File: config.mk
export PLATFORM = sky130hd
export DESIGN_NAME = jtag_tap_slave
export DESIGN_NICKNAME = d
export VERILOG_FILES = /design/src/rtl/jtag_pkg.sv /design/src/rtl/jtag_tap_fsm.sv /design/src/rtl/jtag_tap_slave.sv
export SDC_FILE = /design/constraint.sdc
export NUM_CORES = 1
export LEC_CHECK = 0
export ABC_AREA = 1
export CORE_ASPECT_RATIO = 1.1
export CORE_MARGIN = 1.5
export CORE_UTILIZATION = 62
export CTS_CLUSTER_SIZE = 25
export DETAILED_ROUTE_END_ITERATION = 6
export PLACE_DENSITY = 0.79
export SKIP_LAST_GASP = 1
export SLEW_MARGIN = 20
export SYNTH_ARGS = -nofsm -noshare
export SYNTH_HDL_FRONTEND = slang
export SYNTH_SLANG_ARGS = --single-unit
File: constraint.sdc
create_clock -name tck -period 1.77 [get_ports tck]
set_input_delay 0.354 -clock tck [delete_from_list [all_inputs] [get_ports tck]]
set_output_delay 0.354 -clock tck [all_outputs]
set_load 0.05 [all_outputs]
File: src/rtl/jtag_pkg.sv
// Shared TAP definitions: controller state encoding (standard 1149.1 codes),
// instruction opcodes and the fixed IR capture pattern.
package jtag_pkg;

  typedef enum logic [3:0] {
    TEST_LOGIC_RESET = 4'hF,
    RUN_TEST_IDLE    = 4'hC,
    SELECT_DR        = 4'h7,
    CAPTURE_DR       = 4'h6,
    SHIFT_DR         = 4'h2,
    EXIT1_DR         = 4'h1,
    PAUSE_DR         = 4'h3,
    EXIT2_DR         = 4'h0,
    UPDATE_DR        = 4'h5,
    SELECT_IR        = 4'h4,
    CAPTURE_IR       = 4'hE,
    SHIFT_IR         = 4'hA,
    EXIT1_IR         = 4'h9,
    PAUSE_IR         = 4'hB,
    EXIT2_IR         = 4'h8,
    UPDATE_IR        = 4'hD
  } tap_state_e;

  localparam logic [3:0] INSTR_IDCODE = 4'b0001;
  localparam logic [3:0] INSTR_USER   = 4'b0010;
  localparam logic [3:0] INSTR_BYPASS = 4'b1111;
  localparam logic [3:0] IR_CAPTURE   = 4'b0101;

endpackage

File: src/rtl/jtag_tap_fsm.sv
// 16-state TAP controller. Strobes are registered alongside the state so they
// are glitch-free decodes of the current state.
module jtag_tap_fsm
  import jtag_pkg::*;
(
  input  logic       tck,
  input  logic       trst,
  input  logic       tms,
  output tap_state_e state,
  output logic       capture_dr,
  output logic       shift_dr,
  output logic       update_dr,
  output logic       capture_ir,
  output logic       shift_ir,
  output logic       update_ir
);

  tap_state_e state_q, state_d;
  logic capture_dr_q, shift_dr_q, update_dr_q;
  logic capture_ir_q, shift_ir_q, update_ir_q;
  logic capture_dr_d, shift_dr_d, update_dr_d;
  logic capture_ir_d, shift_ir_d, update_ir_d;

  always_comb begin
    state_d = state_q;
    unique case (state_q)
      TEST_LOGIC_RESET: state_d = tms ? TEST_LOGIC_RESET : RUN_TEST_IDLE;
      RUN_TEST_IDLE:    state_d = tms ? SELECT_DR : RUN_TEST_IDLE;
      SELECT_DR:        state_d = tms ? SELECT_IR : CAPTURE_DR;
      CAPTURE_DR:       state_d = tms ? EXIT1_DR : SHIFT_DR;
      SHIFT_DR:         state_d = tms ? EXIT1_DR : SHIFT_DR;
      EXIT1_DR:         state_d = tms ? UPDATE_DR : PAUSE_DR;
      PAUSE_DR:         state_d = tms ? EXIT2_DR : PAUSE_DR;
      EXIT2_DR:         state_d = tms ? UPDATE_DR : SHIFT_DR;
      UPDATE_DR:        state_d = tms ? SELECT_DR : RUN_TEST_IDLE;
      SELECT_IR:        state_d = tms ? TEST_LOGIC_RESET : CAPTURE_IR;
      CAPTURE_IR:       state_d = tms ? EXIT1_IR : SHIFT_IR;
      SHIFT_IR:         state_d = tms ? EXIT1_IR : SHIFT_IR;
      EXIT1_IR:         state_d = tms ? UPDATE_IR : PAUSE_IR;
      PAUSE_IR:         state_d = tms ? EXIT2_IR : PAUSE_IR;
      EXIT2_IR:         state_d = tms ? UPDATE_IR : SHIFT_IR;
      UPDATE_IR:        state_d = tms ? SELECT_DR : RUN_TEST_IDLE;
      default:          state_d = TEST_LOGIC_RESET;
    endcase
    capture_dr_d = (state_d == CAPTURE_DR);
    shift_dr_d   = (state_d == SHIFT_DR);
    update_dr_d  = (state_d == UPDATE_DR);
    capture_ir_d = (state_d == CAPTURE_IR);
    shift_ir_d   = (state_d == SHIFT_IR);
    update_ir_d  = (state_d == UPDATE_IR);
  end

  always_ff @(posedge tck or negedge trst) begin
    if (!trst) begin
      state_q      <= TEST_LOGIC_RESET;
      capture_dr_q <= 1'b0;
      shift_dr_q   <= 1'b0;
      update_dr_q  <= 1'b0;
      capture_ir_q <= 1'b0;
      shift_ir_q   <= 1'b0;
      update_ir_q  <= 1'b0;
    end else begin
      state_q      <= state_d;
      capture_dr_q <= capture_dr_d;
      shift_dr_q   <= shift_dr_d;
      update_dr_q  <= update_dr_d;
      capture_ir_q <= capture_ir_d;
      shift_ir_q   <= shift_ir_d;
      update_ir_q  <= update_ir_d;
    end
  end

  assign state      = state_q;
  assign capture_dr = capture_dr_q;
  assign shift_dr   = shift_dr_q;
  assign update_dr  = update_dr_q;
  assign capture_ir = capture_ir_q;
  assign shift_ir   = shift_ir_q;
  assign update_ir  = update_ir_q;

endmodule

File: src/rtl/jtag_tap_slave.sv
// JTAG TAP slave: IR plus BYPASS/IDCODE/USER data registers. Capture and shift
// act on posedge tck; update registers and tdo change on negedge tck.
module jtag_tap_slave
  import jtag_pkg::*;
#(
  parameter int                    IR_WIDTH   = 4,
  parameter logic [31:0]           IDCODE_VAL = 32'h1495_11C3,
  parameter int                    USER_WIDTH = 32,
  parameter logic [USER_WIDTH-1:0] USER_RESET = '0
) (
  input  logic tck,
  input  logic trst,
  input  logic tdi,
  input  logic tms,
  output logic tdo
);

  tap_state_e state;
  logic capture_dr, shift_dr, update_dr, capture_ir, shift_ir, update_ir;

  jtag_tap_fsm u_fsm (
    .tck        (tck),
    .trst       (trst),
    .tms        (tms),
    .state      (state),
    .capture_dr (capture_dr),
    .shift_dr   (shift_dr),
    .update_dr  (update_dr),
    .capture_ir (capture_ir),
    .shift_ir   (shift_ir),
    .update_ir  (update_ir)
  );

  logic [IR_WIDTH-1:0]   ir_shift_q, ir_shift_d, ir_q, ir_d;
  logic [31:0]           idcode_shift_q, idcode_shift_d;
  logic [USER_WIDTH-1:0] user_shift_q, user_shift_d, user_q, user_d;
  logic                  bypass_q, bypass_d;
  logic                  tdo_q, tdo_d;
  logic                  sel_idcode, sel_user, dr_lsb;

  // Every opcode other than IDCODE and USER falls through to BYPASS.
  assign sel_idcode = (ir_q == IR_WIDTH'(INSTR_IDCODE));
  assign sel_user   = (ir_q == IR_WIDTH'(INSTR_USER));

  always_comb begin
    ir_shift_d     = ir_shift_q;
    idcode_shift_d = idcode_shift_q;
    user_shift_d   = user_shift_q;
    bypass_d       = bypass_q;
    if (capture_ir) begin
      ir_shift_d = IR_WIDTH'(IR_CAPTURE);
    end else if (shift_ir) begin
      ir_shift_d = {tdi, ir_shift_q[IR_WIDTH-1:1]};
    end
    if (capture_dr) begin
      if (sel_idcode)    idcode_shift_d = IDCODE_VAL;
      else if (sel_user) user_shift_d   = user_q;
      else               bypass_d       = 1'b0;
    end else if (shift_dr) begin
      if (sel_idcode)    idcode_shift_d = {tdi, idcode_shift_q[31:1]};
      else if (sel_user) user_shift_d   = {tdi, user_shift_q[USER_WIDTH-1:1]};
      else               bypass_d       = tdi;
    end
  end

  always_ff @(posedge tck or negedge trst) begin
    if (!trst) begin
      ir_shift_q     <= '0;
      idcode_shift_q <= '0;
      user_shift_q   <= '0;
      bypass_q       <= 1'b0;
    end else begin
      ir_shift_q     <= ir_shift_d;
      idcode_shift_q <= idcode_shift_d;
      user_shift_q   <= user_shift_d;
      bypass_q       <= bypass_d;
    end
  end

  always_comb begin
    dr_lsb = sel_idcode ? idcode_shift_q[0] : (sel_user ? user_shift_q[0] : bypass_q);
    ir_d   = ir_q;
    user_d = user_q;
    if (state == TEST_LOGIC_RESET) begin
      ir_d = IR_WIDTH'(INSTR_IDCODE);
    end else if (update_ir) begin
      ir_d = ir_shift_q;
    end
    if (update_dr && sel_user) begin
      user_d = user_shift_q;
    end
    tdo_d = shift_ir ? ir_shift_q[0] : (shift_dr ? dr_lsb : 1'b0);
  end

  always_ff @(negedge tck or negedge trst) begin
    if (!trst) begin
      ir_q   <= IR_WIDTH'(INSTR_IDCODE);
      user_q <= USER_RESET;
      tdo_q  <= 1'b0;
    end else begin
      ir_q   <= ir_d;
      user_q <= user_d;
      tdo_q  <= tdo_d;
    end
  end

  assign tdo = tdo_q;

endmodule

==> impl_metrics.yaml <==
outcome:
  outcome: "finished, violations left"
  violations: "setup timing"
clock_network:
  cts_buffers: 17
  ctsLongestPathBuffers: 2
  htree_levels: 4
  insertion_delay_ns: 0.53
  cts.sink_count: 116
  cts_tree: "yes"
  path_clk_slew_ns: 0.06
  root_buffer: "clkbuf_8"
timing:
  slew_violations: 0
  slew_headroom_pct: 66.87
  tightest_slew_ns: 0.4970
  finalClockSkew_ns: 0.08430
  tns_ns: -45.28
  finalSetupViolCount: 103
  hold_viol: 0
  grt_setup_unrepaired: "yes"
  setup_slack_ns: -0.6514
critical_path:
  critPathKind: "reg -> reg"
  start_kind: "register"
  worstPathArrival_ns: 1.84
  crit_required_ns: 1.19
  end_kind: "register"
  crit_fanout: 4
pwr:
  p_leak_nw: 3.557
  p_per_area_nw_per_um2: 1470
  peakVddDrop_uv: 1193
yosys:
  avgSynthCellArea_um2: 9.121
  syn_area_um2: 5135
  yosys_warnings: 0
  async_reset_ff_share_pct: 100.0
  synth_ff_type: "dfrtp_1"
  ys_ff_latch: 116
  synthDistinctLibCells: 32
  synth-edff-count: 0
  ys_seq_area_share_pct: 56.65
  netlist_instances: 563
  syn-num-nets: 567
grt:
  gr-usage-all-layers_pct: 39.04
  grt_pass1_wl_um: 26250
  grt_pass1_vias: 4898
  grt_max_degree: 41
  antenna_found_initial: 0
  grt-ovfl-total: 0
routing:
  via_per_inst: 6.616
  via_count: 5002
  firstDrtPassIters: 5
  wl_per_cell_um: 24.81
  wl_um: 18760
  drt-initial-drc-count: 413
  drc: 0
  ant_nets: 0
placement:
  port_buffers: 4
  gp_congestion: 0.8559
  place_hpwl_um: 6185
  dp_cells: 678
layout:
  area_growth_pct: 45.25
  diodes: 0
  final_cells: 756
  nets: 639
  drive_gt1_share_pct: 41.20
floorplanning:
  initial_core_util_pct: 64.55
  die_h_um: 98.45
  io_pins: 5
  dieArea_um2: 8838
  die_width_um: 89.77
  rows: 34
  core_area_um2: 7955
worst_hold_path:
  hold_class: "in -> async"
flow_run:
  max-cap-violations: 0
[layout by cell type, fill, tap and decap left out, drive strengths merged]
| cell | count |
|---|---|
| clkinvlp | 2 |
| a21oi | 7 |
| clkinv | 4 |
| nand3 | 15 |
| o2111ai | 2 |
| clkdlybuf4s50 | 2 |
| o211ai | 34 |
| nor3 | 1 |
| nand2 | 144 |
| a31oi | 3 |
| dfrtn | 36 |
| dlygate4sd3 | 1 |
| dfstp | 5 |
| clkbuf | 23 |
| bufinv | 3 |
| nor2 | 43 |
| dfrtp | 75 |
| mux2i | 1 |
| o31ai | 1 |
| inv | 60 |
| o21ai | 101 |
| buf | 82 |
| nand4 | 2 |
| nor4 | 1 |
[state kept, by name (all words and copies together) (netlist names)]
name	flops
u_fsm.update_dr	1
u_fsm.shift_dr	1
ir_q	4
user_shift_q	32
u_fsm.capture_dr	1
user_q	32
u_fsm.update_ir	1
ir_shift_q	4
u_fsm.capture_ir	1
tdo	1
idcode_shift_q	32
u_fsm.shift_ir	1
u_fsm.state	4
bypass_q	1
[final timing paths]
path,from,endpoint,slack [ns],depth (start not counted)
worst max register to register,u_fsm.state[1],ir_q[1],-0.65,4
max in group asynchronous,trst,ir_q[2],0.16,3
worst min register to register,user_q[4],user_q[4],0.47,2
worst max-delay path,u_fsm.state[1],ir_q[1],-0.65,4
min in group tck,user_q[4],user_q[4],0.47,2
worst min-delay path,trst,user_shift_q[11],0.24,2
[cell usage after synthesis, types with 2 or more instances]
master / count / area [um2]
nor2_1: 38 / 142.6
inv_2: 7 / 26.28
o2111ai_1: 2 / 17.52
o21ai_0: 73 / 365.4
dfrtn_1: 36 / 900.9
clkbuf_1: 6 / 22.52
buf_6: 10 / 112.6
o211ai_1: 34 / 255.2
buf_4: 6 / 45.04
a31oi_1: 3 / 18.77
nand3_2: 2 / 20.02
buf_2: 9 / 45.04
dfrtp_1: 75 / 1877
inv_1: 53 / 198.9
o21ai_1: 18 / 90.09
dfstp_2: 5 / 131.4
nand2_1: 139 / 521.8
a21oi_1: 7 / 35.03
o21ai_2: 10 / 87.58
clkbuf_2: 2 / 10.01
nand3_1: 13 / 65.06
nand2_2: 4 / 25.02
nor2_4: 2 / 22.52
[repair_timing]
item                       4_1_cts  5_1_grt
gates resized for setup        166       79
buffers inserted                33        6
hold buffers                     1        0
setup endpoints to repair      103      103
cloned                          16        0
hold endpoints to repair        22        0
pin swaps                       14        7
[worst max-delay path: stages (launching register included)]
cell     delay [ns]
dfstp_2        0.53
nand4_1        0.26
buf_4          0.24
a31oi_1        0.21
inv_1          0.08
[per-layer routing]
| layer | track usage (%) | vias to the layer above | routed length [um] | part of all wire [%] |
|---|---|---|---|---|
| li1 | - | 1997 | - | - |
| met1 | 45.04 | 2464 | 6351 | 34 |
| met2 | 68.58 | 408 | 9469 | 50 |
| met3 | 9.028 | 133 | 1584 | 8.4 |
| met4 | 19.78 | 0 | 1354 | 7.2 |
| met5 | 0 | - | 0 | 0 |
[report_power, final]
part           total (mW)  switching (mW)  internal, mW
clock network        3.55            1.30          2.25
registers            3.71           0.478          3.23
logic                3.70            2.21          1.48
[logic make-up (layout without fill, tap and decap cells)]
family                 after synthesis  count (layout)  share of synthesized area (%)
and+or+nand+nor                    205             206                          17.11
AOI/OAI and AO/OA                  148             148                          17.08
DFF                                116             116                          56.65
buffers and inverters               93             177                          8.967
muxes                                1               1                         0.1949
[stage by stage]
| step | power (mW) | setup WS (ns) | cell area, um2 | hold slack [ns] | utilization (%) |
|---|---|---|---|---|---|
| 6_report | 10.96 | -0.6514 | 7458 | 0.2384 | 93.76 |
| 5_1_grt | 11.34 | -0.6853 | 7458 | 0.2475 | 93.76 |
| 4_1_cts | 10.06 | -0.5087 | 7174 | 0.2423 | 90.19 |
| 3_5_place_dp | 5.829 | -0.4072 | 5470 | 0.2429 | 68.76 |
| 3_3_place_gp | 5.702 | -0.3998 | 5470 | 0.2376 | 68.76 |
| 2_1_floorplan | 5.193 | -0.4622 | 5194 | 0.05841 | - |
[layout make-up]
| cell class | count | area (um2) |
|---|---|---|
| clock inverters | 10 | 131.4 |
| repair buffers | 85 | 1141 |
| fillers | 235 | 496.7 |
| flip-flops and latches | 116 | 2909 |
| inverters | 59 | 221.5 |
| clock buffers | 23 | 466.7 |
| multi-input cells | 355 | 2454 |
| well taps | 108 | 135.1 |
Power figures use the tool's default switching activity.
